File: src/rtl/decode_stage_nwide_if.sv
// rtl/decode_stage_nwide_if.sv - fetch-in, issue-queue-out and redirect bus of the N-wide decode stage
interface decode_stage_nwide_if #(
    parameter int DECODE_WIDTH = 2,
    parameter int INSTR_BITS   = 32,
    parameter int PC_BITS      = 32,
    parameter int DEC_BITS     = PC_BITS + 21
);
    logic                               in_valid_i;
    logic                               in_ready_o;
    logic [DECODE_WIDTH-1:0]            in_lane_valid_i;
    logic [DECODE_WIDTH-1:0]            in_taken_i;
    logic [DECODE_WIDTH*PC_BITS-1:0]    in_pc_i;
    logic [DECODE_WIDTH*INSTR_BITS-1:0] in_instr_i;

    logic                               out_valid_o;
    logic                               out_ready_i;
    logic [DECODE_WIDTH-1:0]            out_lane_valid_o;
    logic [DECODE_WIDTH-1:0][DEC_BITS-1:0] out_instr_o;
    logic [DECODE_WIDTH-1:0]            out_branch_o;

    logic                               redirect_valid_o;
    logic [1:0]                         redirect_cause_o;
    logic [PC_BITS-1:0]                 redirect_pc_o;
    logic                               redirect_ack_i;

    modport master (
        output in_valid_i, in_lane_valid_i, in_taken_i, in_pc_i, in_instr_i,
        output out_ready_i, redirect_ack_i,
        input  in_ready_o, out_valid_o, out_lane_valid_o, out_instr_o, out_branch_o,
        input  redirect_valid_o, redirect_cause_o, redirect_pc_o
    );

    modport slave (
        input  in_valid_i, in_lane_valid_i, in_taken_i, in_pc_i, in_instr_i,
        input  out_ready_i, redirect_ack_i,
        output in_ready_o, out_valid_o, out_lane_valid_o, out_instr_o, out_branch_o,
        output redirect_valid_o, redirect_cause_o, redirect_pc_o
    );
endinterface

File: src/rtl/decode_stage_nwide.sv
// rtl/decode_stage_nwide.sv - N-wide registered decode stage with redirect cut and wrong-path squash
// Decoded lane word: {pc, legal, branch, jumpl, return, mem, mem_port2, rd, rs1, rs2}.
module decoder_full #(
    parameter int INSTR_BITS = 32,
    parameter int PC_BITS    = 32
) (
    input  logic [INSTR_BITS-1:0] i_instr,
    input  logic [PC_BITS-1:0]    i_pc,
    input  logic                  i_second_port_free,
    output logic                  o_is_valid,
    output logic                  o_valid_branch,
    output logic                  o_is_jumpl,
    output logic                  o_is_return,
    output logic [PC_BITS+20:0]   o_dec
);
    logic [6:0] w_op;
    logic [2:0] w_f3;
    logic [6:0] w_f7;
    logic [4:0] w_rd;
    logic [4:0] w_rs1;
    logic [4:0] w_rs2;
    logic       w_is_op;
    logic       w_is_opimm;
    logic       w_is_load;
    logic       w_is_store;
    logic       w_is_br;
    logic       w_is_jal;
    logic       w_is_jalr;
    logic       w_is_lui;
    logic       w_is_auipc;
    logic       w_legal;
    logic       w_mem;

    assign w_op  = i_instr[6:0];
    assign w_f3  = i_instr[14:12];
    assign w_f7  = i_instr[31:25];
    assign w_rd  = i_instr[11:7];
    assign w_rs1 = i_instr[19:15];
    assign w_rs2 = i_instr[24:20];

    assign w_is_op    = (w_op == 7'b0110011);
    assign w_is_opimm = (w_op == 7'b0010011);
    assign w_is_load  = (w_op == 7'b0000011);
    assign w_is_store = (w_op == 7'b0100011);
    assign w_is_br    = (w_op == 7'b1100011);
    assign w_is_jal   = (w_op == 7'b1101111);
    assign w_is_jalr  = (w_op == 7'b1100111);
    assign w_is_lui   = (w_op == 7'b0110111);
    assign w_is_auipc = (w_op == 7'b0010111);

    // funct3 = 010/011 are unassigned branch encodings
    assign w_legal = (w_is_op & ((w_f7 == 7'b0000000) | (w_f7 == 7'b0100000)))
                   | w_is_opimm | w_is_load | w_is_store
                   | (w_is_br & (w_f3[2:1] != 2'b01))
                   | w_is_jal | (w_is_jalr & (w_f3 == 3'b000))
                   | w_is_lui | w_is_auipc;

    assign w_mem          = w_legal & (w_is_load | w_is_store);
    assign o_is_valid     = w_legal;
    assign o_valid_branch = w_legal & (w_is_br | w_is_jal | w_is_jalr);
    assign o_is_jumpl     = w_legal & w_is_jalr;
    assign o_is_return    = w_legal & w_is_jalr & (w_rd == 5'd0) & (w_rs1 == 5'd1);

    assign o_dec = {i_pc, w_legal, o_valid_branch, o_is_jumpl, o_is_return,
                    w_mem, w_mem & i_second_port_free, w_rd, w_rs1, w_rs2};
endmodule

module decode_stage_nwide #(
    parameter int DECODE_WIDTH = 2,
    parameter int INSTR_BITS   = 32,
    parameter int PC_BITS      = 32,
    parameter int CNT_BITS     = 32
) (
    input  logic                  clk,
    input  logic                  rst,
    input  logic                  flush_i,
    input  logic                  second_port_free_i,
    decode_stage_nwide_if.slave   bus,
    output logic [CNT_BITS-1:0]   stat_stall_cnt_o
);
    localparam int DEC_BITS = PC_BITS + 21;

    typedef enum logic {S_RUN, S_SQUASH} state_t;

    state_t                                r_state;
    state_t                                w_state_nxt;
    logic                                  r_out_valid;
    logic [DECODE_WIDTH-1:0]               r_lane_valid;
    logic [DECODE_WIDTH-1:0]               r_branch;
    logic [DECODE_WIDTH-1:0][DEC_BITS-1:0] r_instr;
    logic                                  r_redir_valid;
    logic [1:0]                            r_redir_cause;
    logic [PC_BITS-1:0]                    r_redir_pc;
    logic [CNT_BITS-1:0]                   r_stall_cnt;

    logic [DECODE_WIDTH-1:0]               w_iv;
    logic [DECODE_WIDTH-1:0]               w_vb;
    logic [DECODE_WIDTH-1:0]               w_ij;
    logic [DECODE_WIDTH-1:0]               w_ir;
    logic [DECODE_WIDTH-1:0][DEC_BITS-1:0] w_dec;
    logic [DECODE_WIDTH-1:0][DEC_BITS-1:0] w_dec_kept;
    logic [DECODE_WIDTH-1:0]               w_keep;
    logic                                  w_any_ev;
    logic [1:0]                            w_cause;
    logic [PC_BITS-1:0]                    w_rpc;
    logic                                  w_prefix;
    logic                                  w_mis;
    logic                                  w_ill;
    logic                                  w_ret;
    logic                                  w_jl;
    logic                                  w_in_ready;
    logic                                  w_accept_run;

    for (genvar g = 0; g < DECODE_WIDTH; g++) begin : g_lane
        decoder_full #(
            .INSTR_BITS(INSTR_BITS),
            .PC_BITS   (PC_BITS)
        ) u_dec (
            .i_instr           (bus.in_instr_i[g*INSTR_BITS +: INSTR_BITS]),
            .i_pc              (bus.in_pc_i[g*PC_BITS +: PC_BITS]),
            .i_second_port_free(second_port_free_i),
            .o_is_valid        (w_iv[g]),
            .o_valid_branch    (w_vb[g]),
            .o_is_jumpl        (w_ij[g]),
            .o_is_return       (w_ir[g]),
            .o_dec             (w_dec[g])
        );
    end

    // Walk lanes oldest-first; the first lane with an event cuts the bundle.
    // A hole in the lane mask ends decoding just like a cut, without a redirect.
    always_comb begin
        w_keep   = '0;
        w_any_ev = 1'b0;
        w_cause  = 2'd0;
        w_rpc    = '0;
        w_prefix = 1'b1;
        w_mis    = 1'b0;
        w_ill    = 1'b0;
        w_ret    = 1'b0;
        w_jl     = 1'b0;
        for (int k = 0; k < DECODE_WIDTH; k++) begin
            w_prefix = w_prefix & bus.in_lane_valid_i[k];
            if (w_prefix && !w_any_ev) begin
                w_mis = bus.in_taken_i[k] & ~w_vb[k] & w_iv[k];
                w_ill = ~w_iv[k];
                w_ret = w_ir[k] & w_iv[k];
                w_jl  = w_ij[k] & w_iv[k];
                if (w_mis || w_ill || w_ret || w_jl) begin
                    w_any_ev  = 1'b1;
                    w_keep[k] = w_ret | w_jl;
                    if (w_ill)      w_cause = 2'd1;
                    else if (w_mis) w_cause = 2'd0;
                    else if (w_ret) w_cause = 2'd3;
                    else            w_cause = 2'd2;
                    if (w_mis || w_ill) w_rpc = bus.in_pc_i[k*PC_BITS +: PC_BITS];
                    else                w_rpc = bus.in_pc_i[k*PC_BITS +: PC_BITS] + PC_BITS'(4);
                end else begin
                    w_keep[k] = 1'b1;
                end
            end
        end
    end

    always_comb begin
        w_dec_kept = '0;
        for (int k = 0; k < DECODE_WIDTH; k++) begin
            if (w_keep[k]) w_dec_kept[k] = w_dec[k];
        end
    end

    always_comb begin
        w_state_nxt = r_state;
        w_in_ready  = 1'b0;
        if (flush_i) begin
            w_state_nxt = S_RUN;
        end else begin
            case (r_state)
                S_RUN: begin
                    w_in_ready = ~r_out_valid | bus.out_ready_i;
                    if (w_in_ready && bus.in_valid_i && w_any_ev) w_state_nxt = S_SQUASH;
                end
                S_SQUASH: begin
                    w_in_ready = 1'b1;
                    if (bus.redirect_ack_i) w_state_nxt = S_RUN;
                end
                default: w_state_nxt = S_RUN;
            endcase
        end
    end

    assign w_accept_run = bus.in_valid_i & w_in_ready & (r_state == S_RUN);

    always_ff @(posedge clk or posedge rst) begin
        if (rst) r_state <= S_RUN;
        else     r_state <= w_state_nxt;
    end

    always_ff @(posedge clk or posedge rst) begin
        if (rst) begin
            r_out_valid   <= 1'b0;
            r_lane_valid  <= '0;
            r_branch      <= '0;
            r_instr       <= '0;
            r_redir_valid <= 1'b0;
            r_redir_cause <= 2'd0;
            r_redir_pc    <= '0;
        end else if (flush_i) begin
            r_out_valid   <= 1'b0;
            r_lane_valid  <= '0;
            r_branch      <= '0;
            r_redir_valid <= 1'b0;
        end else begin
            r_redir_valid <= w_accept_run & w_any_ev;
            if (w_accept_run && w_any_ev) begin
                r_redir_cause <= w_cause;
                r_redir_pc    <= w_rpc;
            end
            if (w_accept_run) begin
                r_out_valid  <= |w_keep;
                r_lane_valid <= w_keep;
                r_branch     <= w_keep & w_vb;
                r_instr      <= w_dec_kept;
            end else if (r_out_valid && bus.out_ready_i) begin
                r_out_valid  <= 1'b0;
                r_lane_valid <= '0;
                r_branch     <= '0;
            end
        end
    end

    // Statistics survive a pipeline flush; only reset clears them.
    always_ff @(posedge clk or posedge rst) begin
        if (rst) begin
            r_stall_cnt <= '0;
        end else if (r_out_valid && !bus.out_ready_i && !(&r_stall_cnt)) begin
            r_stall_cnt <= r_stall_cnt + CNT_BITS'(1);
        end
    end

    assign bus.in_ready_o       = w_in_ready;
    assign bus.out_valid_o      = r_out_valid;
    assign bus.out_lane_valid_o = r_lane_valid;
    assign bus.out_instr_o      = r_instr;
    assign bus.out_branch_o     = r_branch;
    assign bus.redirect_valid_o = r_redir_valid;
    assign bus.redirect_cause_o = r_redir_cause;
    assign bus.redirect_pc_o    = r_redir_pc;
    assign stat_stall_cnt_o     = r_stall_cnt;
endmodule
File: src/flat_wrapper.sv
// flat-port wrapper written by rule: the top's interface ports become plain ports
module decode_stage_nwide_flat 
#(
    parameter int DECODE_WIDTH = 2,
    parameter int INSTR_BITS   = 32,
    parameter int PC_BITS      = 32,
    parameter int CNT_BITS     = 32
)
  (clk, rst, flush_i, second_port_free_i, stat_stall_cnt_o, bus_in_valid_i, bus_in_lane_valid_i, bus_in_taken_i, bus_in_pc_i, bus_in_instr_i, bus_out_ready_i, bus_redirect_ack_i, bus_in_ready_o, bus_out_valid_o, bus_out_lane_valid_o, bus_out_instr_o, bus_out_branch_o, bus_redirect_valid_o, bus_redirect_cause_o, bus_redirect_pc_o);
  decode_stage_nwide_if #(.DECODE_WIDTH(DECODE_WIDTH), .INSTR_BITS(INSTR_BITS), .PC_BITS(PC_BITS)) bus_i ();
  input  logic clk;
  input  logic rst;
  input  logic flush_i;
  input  logic second_port_free_i;
  output logic [CNT_BITS-1:0] stat_stall_cnt_o;
  input wire logic [$bits(bus_i.in_valid_i)-1:0] bus_in_valid_i;
  input wire logic [$bits(bus_i.in_lane_valid_i)-1:0] bus_in_lane_valid_i;
  input wire logic [$bits(bus_i.in_taken_i)-1:0] bus_in_taken_i;
  input wire logic [$bits(bus_i.in_pc_i)-1:0] bus_in_pc_i;
  input wire logic [$bits(bus_i.in_instr_i)-1:0] bus_in_instr_i;
  input wire logic [$bits(bus_i.out_ready_i)-1:0] bus_out_ready_i;
  input wire logic [$bits(bus_i.redirect_ack_i)-1:0] bus_redirect_ack_i;
  output wire logic [$bits(bus_i.in_ready_o)-1:0] bus_in_ready_o;
  output wire logic [$bits(bus_i.out_valid_o)-1:0] bus_out_valid_o;
  output wire logic [$bits(bus_i.out_lane_valid_o)-1:0] bus_out_lane_valid_o;
  output wire logic [$bits(bus_i.out_instr_o)-1:0] bus_out_instr_o;
  output wire logic [$bits(bus_i.out_branch_o)-1:0] bus_out_branch_o;
  output wire logic [$bits(bus_i.redirect_valid_o)-1:0] bus_redirect_valid_o;
  output wire logic [$bits(bus_i.redirect_cause_o)-1:0] bus_redirect_cause_o;
  output wire logic [$bits(bus_i.redirect_pc_o)-1:0] bus_redirect_pc_o;
  assign bus_i.in_valid_i = bus_in_valid_i;
  assign bus_i.in_lane_valid_i = bus_in_lane_valid_i;
  assign bus_i.in_taken_i = bus_in_taken_i;
  assign bus_i.in_pc_i = bus_in_pc_i;
  assign bus_i.in_instr_i = bus_in_instr_i;
  assign bus_i.out_ready_i = bus_out_ready_i;
  assign bus_i.redirect_ack_i = bus_redirect_ack_i;
  assign bus_in_ready_o = bus_i.in_ready_o;
  assign bus_out_valid_o = bus_i.out_valid_o;
  assign bus_out_lane_valid_o = bus_i.out_lane_valid_o;
  assign bus_out_instr_o = bus_i.out_instr_o;
  assign bus_out_branch_o = bus_i.out_branch_o;
  assign bus_redirect_valid_o = bus_i.redirect_valid_o;
  assign bus_redirect_cause_o = bus_i.redirect_cause_o;
  assign bus_redirect_pc_o = bus_i.redirect_pc_o;
  decode_stage_nwide #(.DECODE_WIDTH(DECODE_WIDTH), .INSTR_BITS(INSTR_BITS), .PC_BITS(PC_BITS), .CNT_BITS(CNT_BITS)) u_core (.clk(clk), .rst(rst), .flush_i(flush_i), .second_port_free_i(second_port_free_i), .bus(bus_i), .stat_stall_cnt_o(stat_stall_cnt_o));
endmodule
File: config.mk
export PLATFORM = sky130hd
export DESIGN_NAME = decode_stage_nwide_flat
export DESIGN_NICKNAME = d
export VERILOG_FILES = /design/src/rtl/decode_stage_nwide_if.sv /design/src/rtl/decode_stage_nwide.sv /design/src/flat_wrapper.sv
export SDC_FILE = /design/constraint.sdc
export NUM_CORES = 1
export LEC_CHECK = 0
export BUFFER_PORTS_ARGS = -buffer_cell sky130_fd_sc_hd__buf_2
export CAP_MARGIN = 10
export CELL_PAD_IN_SITES_DETAIL_PLACEMENT = 0
export CELL_PAD_IN_SITES_GLOBAL_PLACEMENT = 2
export CORE_ASPECT_RATIO = 0.8
export CORE_MARGIN = 2
export CORE_UTILIZATION = 31
export CTS_CLUSTER_DIAMETER = 100
export DETAILED_ROUTE_END_ITERATION = 8
export PLACE_DENSITY = 0.84
export SETUP_SLACK_MARGIN = 0.02
export SLEW_MARGIN = 20
export SYNTH_ARGS = -nofsm -noshare
export SYNTH_HDL_FRONTEND = slang
export SYNTH_HIERARCHICAL = 1
export SYNTH_SLANG_ARGS = --single-unit
File: constraint.sdc
create_clock -name clk -period 7.9 [get_ports clk]
set_clock_uncertainty 0.15 [all_clocks]
set_input_delay 1.58 -clock clk [delete_from_list [all_inputs] [get_ports clk]]
set_output_delay 1.58 -clock clk [all_outputs]
set_load 0.03 [all_outputs]
==> results.yml, run 1 <==
pwr:
  p_leak_uw: 0.00569
  vdd_drop_max_mv: 0.136
  comb_power_share_pct: 14.0
  p_total_uw: 2130
  p_sw_share_pct: 28.9
  p_int_uw: 1510
  p_sw_uw: 616
  p_seq_share_pct: 45.6
  power-per-cell-area_nw_per_um2: 191
  p_clk_share_pct: 40.4
global_route:
  grt_max_degree: 111
  overflow: 0
  antenna_found_initial: 1
  grt_pass1_wl_mm: 43.8
  use_met3_pct: 3.86
  grt-busiest-layer: "met2"
  grtUsageTotal_pct: 18.1
  first_global_vias: 7094
  gr-usage-met1_pct: 26.7
  grt_use_met2_pct: 27.5
worst_setup_path:
  worstSetupPathType: "input port to flop"
  required_ns: 8.06
  critPathSlowestCell: "a2111oi_2"
  path_cells: "buf_2 > nand3b_4 > nor4_4 > o21ai_2 > a2111oi_2 > nand2b_1 > nand3_1 > o211ai_1 > buf_4 > inv_1 > nand2_1 > a21oi_1 > a221o_2"
  crit_fanout: 25
  crit_family: "simple AND/OR/NAND/NOR gates"
  worstSetupEndpointType: "flop"
  critPathBufInv: 3
  max_stage_delay_ns: 0.56
  critPathLaunchType: "input port"
  arrival_ns: 5.27
finish:
  syn_to_final_growth_pct: 19.6
  fill_cells: 2981
  layout.nets: 1237
  final_util_pct: 37.9
  antenna_cells: 0
  drive_gt1_share_pct: 33.9
drt:
  wire_per_inst_um: 19.4
  route.detailed.drc: 0
  vias: 7490
  drt-initial-drc-count: 464
  ant_nets: 0
  dr.pass1.iters: 5
  vias_per_cell: 5.04
  wl_mm: 28.8
synthesis:
  synthTopCellsByArea: "dfrtp_1 48%, a22o_1 10%, buf_4 8.4%"
  synthCells: 891
  async_flop_share_pct: 100
  synth.distinct_cells: 53
  synth_top_cell_by_area: "dfrtp_1"
  synth_area_um2: 9330
  ys_ff_latch: 179
  synth.avg_cell_area_um2: 10.5
  synth_nets: 1033
  synth.top_cell.area_share_pct: 48.0
  yosysSeqAreaShare_pct: 48.0
  ys.flop_type: "dfrtp_1"
  synth_edf_count: 0
  synth_warnings: 6
floorplan:
  die_area_um2: 31500
  rows: 56
  core-area_um2: 29400
  die_y_um: 159
  die_w_um: 198
  io_pins: 318
  initial_core_util_pct: 31.7
status:
  status: "finished, final reports clean"
placed_design:
  gp_congestion: 0.785
  io_buffers: 315
  hpwl_mm: 21.7
timing:
  rsz0062_at_grt: "false"
  setup_viol: 0
  finalSetupTns_ns: 0
  maxSlewHeadroom_pct: 36.4
  finalCritPeriodShare_pct: 64.7
  period_minus_slack_ns: 5.11
  drv_slew: 0
  max_freq_mhz: 196
  finalHoldViolCount: 0
  worst_slew_pin_slew_ns: 0.942
cts:
  cts_sinks: 179
  cts_tree: "built"
  post_cts_resized: 0
  cts_buffer_depth: 2
  clk_pin_slew_ns: 0.07
  cts_root_buffer: "clkbuf_16"
  postCtsSetupBuffers: 0
  cts_buffers: 17
  clk_latency_ns: 0.43
  cts_hold_buf: 0
  htree_levels: 4
worst_hold_path:
  hp-class: "flop to flop"
job:
  drv_cap: 0
-- final timing paths --
kind                       slack [ns]                            to                        start  cells past startpoint
setup / recovery                 2.79  u_core/bus.redirect_pc_o[31]            bus_in_instr_i[4]                     13
min in group asynchronous        1.15    u_core/bus.out_instr_o[20]                          rst                      2
setup reg to reg                 4.46  u_core/bus.redirect_pc_o[31]       u_core/bus.out_valid_o                      8
max in group asynchronous        5.06    u_core/stat_stall_cnt_o[1]                          rst                      3
hold / removal                   0.33   u_core/bus.redirect_pc_o[3]  u_core/bus.redirect_pc_o[3]                      2
hold reg to reg                  0.33   u_core/bus.redirect_pc_o[3]  u_core/bus.redirect_pc_o[3]                      2
-- cells in the mapped netlist (all sizes together), types with 9 or more instances --
cell type,number
a21oi,9
nand4,28
inv,9
xor2,39
nand2b,9
xnor2,47
dfrtp,179
nand2,52
o21ai,14
nor4,12
and2,9
buf,105
nand3,32
a22o,108
a221oi,14
and4,12
nor3,18
clkbuf,36
nor2,72
and3,15
-- power groups by stage --
stage	Sequential [µW]	Combinational [µW]	Clock (µW)
detailed placement	989	302	0
CTS	971	303	896
finish	971	298	860
floorplan	1060	127	0
global placement	988	301	0
global route	975	325	931
-- worst min-delay path: cells and delay by family (launching register included) --
family | cells | cell delay (ns)
flip-flops | 1 | 0.34
AND/OR/NAND/NOR | 2 | 0.10
-- metrics by stage --
stage / cells / setup slack [ns] / area [µm²] / hold WS [ns]
2_1_floorplan: 891 / 1.31 / 9330 / 0.375
3_3_place_gp: 1453 / 2.29 / 10600 / 0.306
3_5_place_dp: 1453 / 2.30 / 10600 / 0.310
4_1_cts: 1485 / 2.75 / 11200 / 0.328
5_1_grt: 1485 / 2.40 / 11200 / 0.343
6_report: 1485 / 2.79 / 11200 / 0.325
-- logic make-up after synthesis --
kind of cell    Yosys count  synth area share (%)
simple gates            284                  16.4
compound gates          186                  16.5
mux                       3                 0.335
flops                   179                  48.0
xor+xnor                 86                  8.07
buf+inv                 150                  10.2
fa+ha+maj                 3                 0.402
-- layout make-up --
cell class	instances	area [µm²]	area share, %
tap	377	472	4.23
clock buffer	18	429	3.85
timing repair buffer	326	1660	14.9
sequential	179	4480	40.2
inverter	9	41.3	0.370
multi-input combinational	562	3920	35.1
clock inverter	14	155	1.39
-- routing by layer --
layer / wire (µm) / vias up
met2: 12600 / 246
met1: 14300 / 3663
met5: 0 / -
met3: 1720 / 14
li1: - / 3567
met4: 284 / 0
-- flip-flops by register name, summed over array words and instances, names as in the netlist --
register / flops
u_core/bus.out_lane_valid_o: 2
u_core/bus.redirect_valid_o: 1
u_core/bus.redirect_cause_o: 2
u_core/bus.out_branch_o: 2
u_core/r_state: 1
u_core/bus.out_instr_o: 106
u_core/bus.redirect_pc_o: 32
u_core/bus.out_valid_o: 1
u_core/stat_stall_cnt_o: 32
-- cell usage in the layout, fill, tap and decap left out, types with 6 or more instances in the layout --
cell       netlist  final
and2_1           7      7
inv_1            9      8
and3_1          15     15
xnor2_1         47     47
nor3_1          18     18
a22oi_1          6      6
nand2b_1         9      9
clkbuf_16        0     17
nor2_1          72     71
nand3_1         32     32
buf_4          104     11
a221oi_1        14     14
nand2_1         52     52
nor4_1          10     10
o21ai_0         12     12
xor2_1          39     39
a22o_1         108    108
nand4_1         28     28
dfrtp_1        179    179
and4_1          12     12
a21oi_1          9      9
buf_2            1    315
nor4b_1          6      6
o221ai_1         7      7
Power figures use the tool's default switching activity.
==> inputs of run 2 (changes only) <==
CORE_UTILIZATION = 28   (was 31)
PLACE_DENSITY = 0.8   (was 0.84)
clock period = 4.6 ns   (was 7.9 ns; I/O delays follow)
==> results.yml, run 2 (same netlist as run 1, synthesis figures left out) <==
floorplan:
  die_y_um: 167
  io_pins: 318
  die_area_um2: 34800
  core-area_um2: 32600
  die_w_um: 208
  rows: 59
  initial_core_util_pct: 28.6
pwr:
  power-per-cell-area_nw_per_um2: 325
  vdd_drop_max_mv: 0.227
  p_leak_uw: 0.00571
  p_total_uw: 3680
finish:
  layout.nets: 1244
  register_area_um2: 4480
  layout.cells.non_filler: 1543
  stdcell_area_um2: 11300
  final_common_cell: "buf_2"
  drive_gt1_share_pct: 34.2
  largest_reg_flops: 106
  final_cell_mix: "315 x buf_2, 179 x dfrtp_1, 108 x a22o_1"
  fill_cells: 3348
  syn_to_final_growth_pct: 21.2
  multi_input_area_um2: 3920
drt:
  wire_per_inst_um: 19.7
  vias: 7558
  vias_per_cell: 4.90
  wl_mm: 30.3
  ant_nets: 0
  dr.pass1.iters: 5
  drt-initial-drc-count: 520
  route.detailed.drc: 0
timing:
  finalCritPeriodShare_pct: 81.7
  worst_slew_pin_slew_ns: 0.890
  period_minus_slack_ns: 3.76
  drv_slew: 0
  finalSetupTns_ns: 0
  setup_viol: 0
  maxSlewHeadroom_pct: 40.6
  max_freq_mhz: 266
  rsz0062_at_grt: "false"
  finalHoldViolCount: 0
placed_design:
  io_buffers: 315
  dpl_cell_area_um2: 10700
  gp_congestion: 0.795
  placed_cells_incl_taps: 1510
  hpwl_mm: 22.9
worst_setup_path:
  worstSetupEndpointType: "flop"
  crit_fanout: 10
  arrival_ns: 3.93
  critPathLaunchType: "input port"
  worstSetupPathType: "input port to flop"
  required_ns: 4.77
cts:
  htree_levels: 4
  cts_tree: "built"
  cts_hold_buf: 0
  clk_latency_ns: 0.43
  cts_buffers: 17
  post_cts_resized: 0
  clk_pin_slew_ns: 0.07
  cts_sinks: 179
  cts_root_buffer: "clkbuf_16"
  postCtsSetupBuffers: 0
  cts_buffer_depth: 2
global_route:
  antenna_found_initial: 0
  grt_use_met2_pct: 25.8
  grt-busiest-layer: "met2"
  gr-usage-met1_pct: 25.4
  first_global_vias: 7373
  grtUsageTotal_pct: 17.4
  overflow: 0
  use_met3_pct: 3.94
  grt_pass1_wl_mm: 46.4
  grt_max_degree: 112
job:
  drv_cap: 0
status:
  status: "finished, final reports clean"
worst_hold_path:
  hp-class: "flop to flop"
## run 2: layout make-up
type,count,area share [%]
Clock inverter,12,1.28
Inverter,9,0.332
Antenna cell,1,0.0221
Timing Repair Buffer,333,15.5
Clock buffer,20,3.86
Tap cell,427,4.73
Multi-Input combinational cell,562,34.7
Sequential cell,179,39.6
## run 2: path summary, 6_finish.rpt
check,startpoint,to,slack (ns),cells past startpoint
max,bus_in_instr_i[36],u_core/bus.redirect_pc_o[31],0.84,12
min,u_core/bus.redirect_cause_o[1],u_core/bus.redirect_cause_o[1],0.33,2
max reg2reg,u_core/bus.out_valid_o,u_core/bus.redirect_pc_o[18],1.97,7
min reg2reg,u_core/bus.redirect_cause_o[1],u_core/bus.redirect_cause_o[1],0.33,2
max in group asynchronous,rst,u_core/bus.out_instr_o[38],3.05,3
min in group asynchronous,rst,u_core/bus.out_instr_o[18],0.44,3
## run 2: through the flow
step                hold WS [ns]  setup WS (ns)  utilization, %
floorplan                  0.375          0.653               -
global placement           0.306          0.486            32.9
detailed placement         0.312          0.443            32.9
CTS                        0.328          0.899            34.6
global route               0.353          0.582            34.6
finish                     0.327          0.841            34.6
## run 2: layer usage
layer / routed length (µm) / up-vias
met2: 13400 / 238
met4: 379 / 0
li1: - / 3587
met1: 14900 / 3714
met5: 0 / -
met3: 1680 / 19
## run 2: where the power goes
part | total (µW) | internal (µW) | switching (µW)
combinational | 522 | 158 | 364
sequential | 1670 | 1630 | 36.6
clock | 1490 | 812 | 675
## run 2: worst max-delay path, stage by stage
cell and delay [ns]:
buf_2 0.12, nand3b_4 0.18, nor4_4 0.26, o21ai_2 0.11, a2111oi_2 0.70, nor2b_1 0.23, nor3_1 0.23, buf_4 0.22
nand4_1 0.24, nor2_1 0.26, xor2_1 0.09, a221o_2 0.35
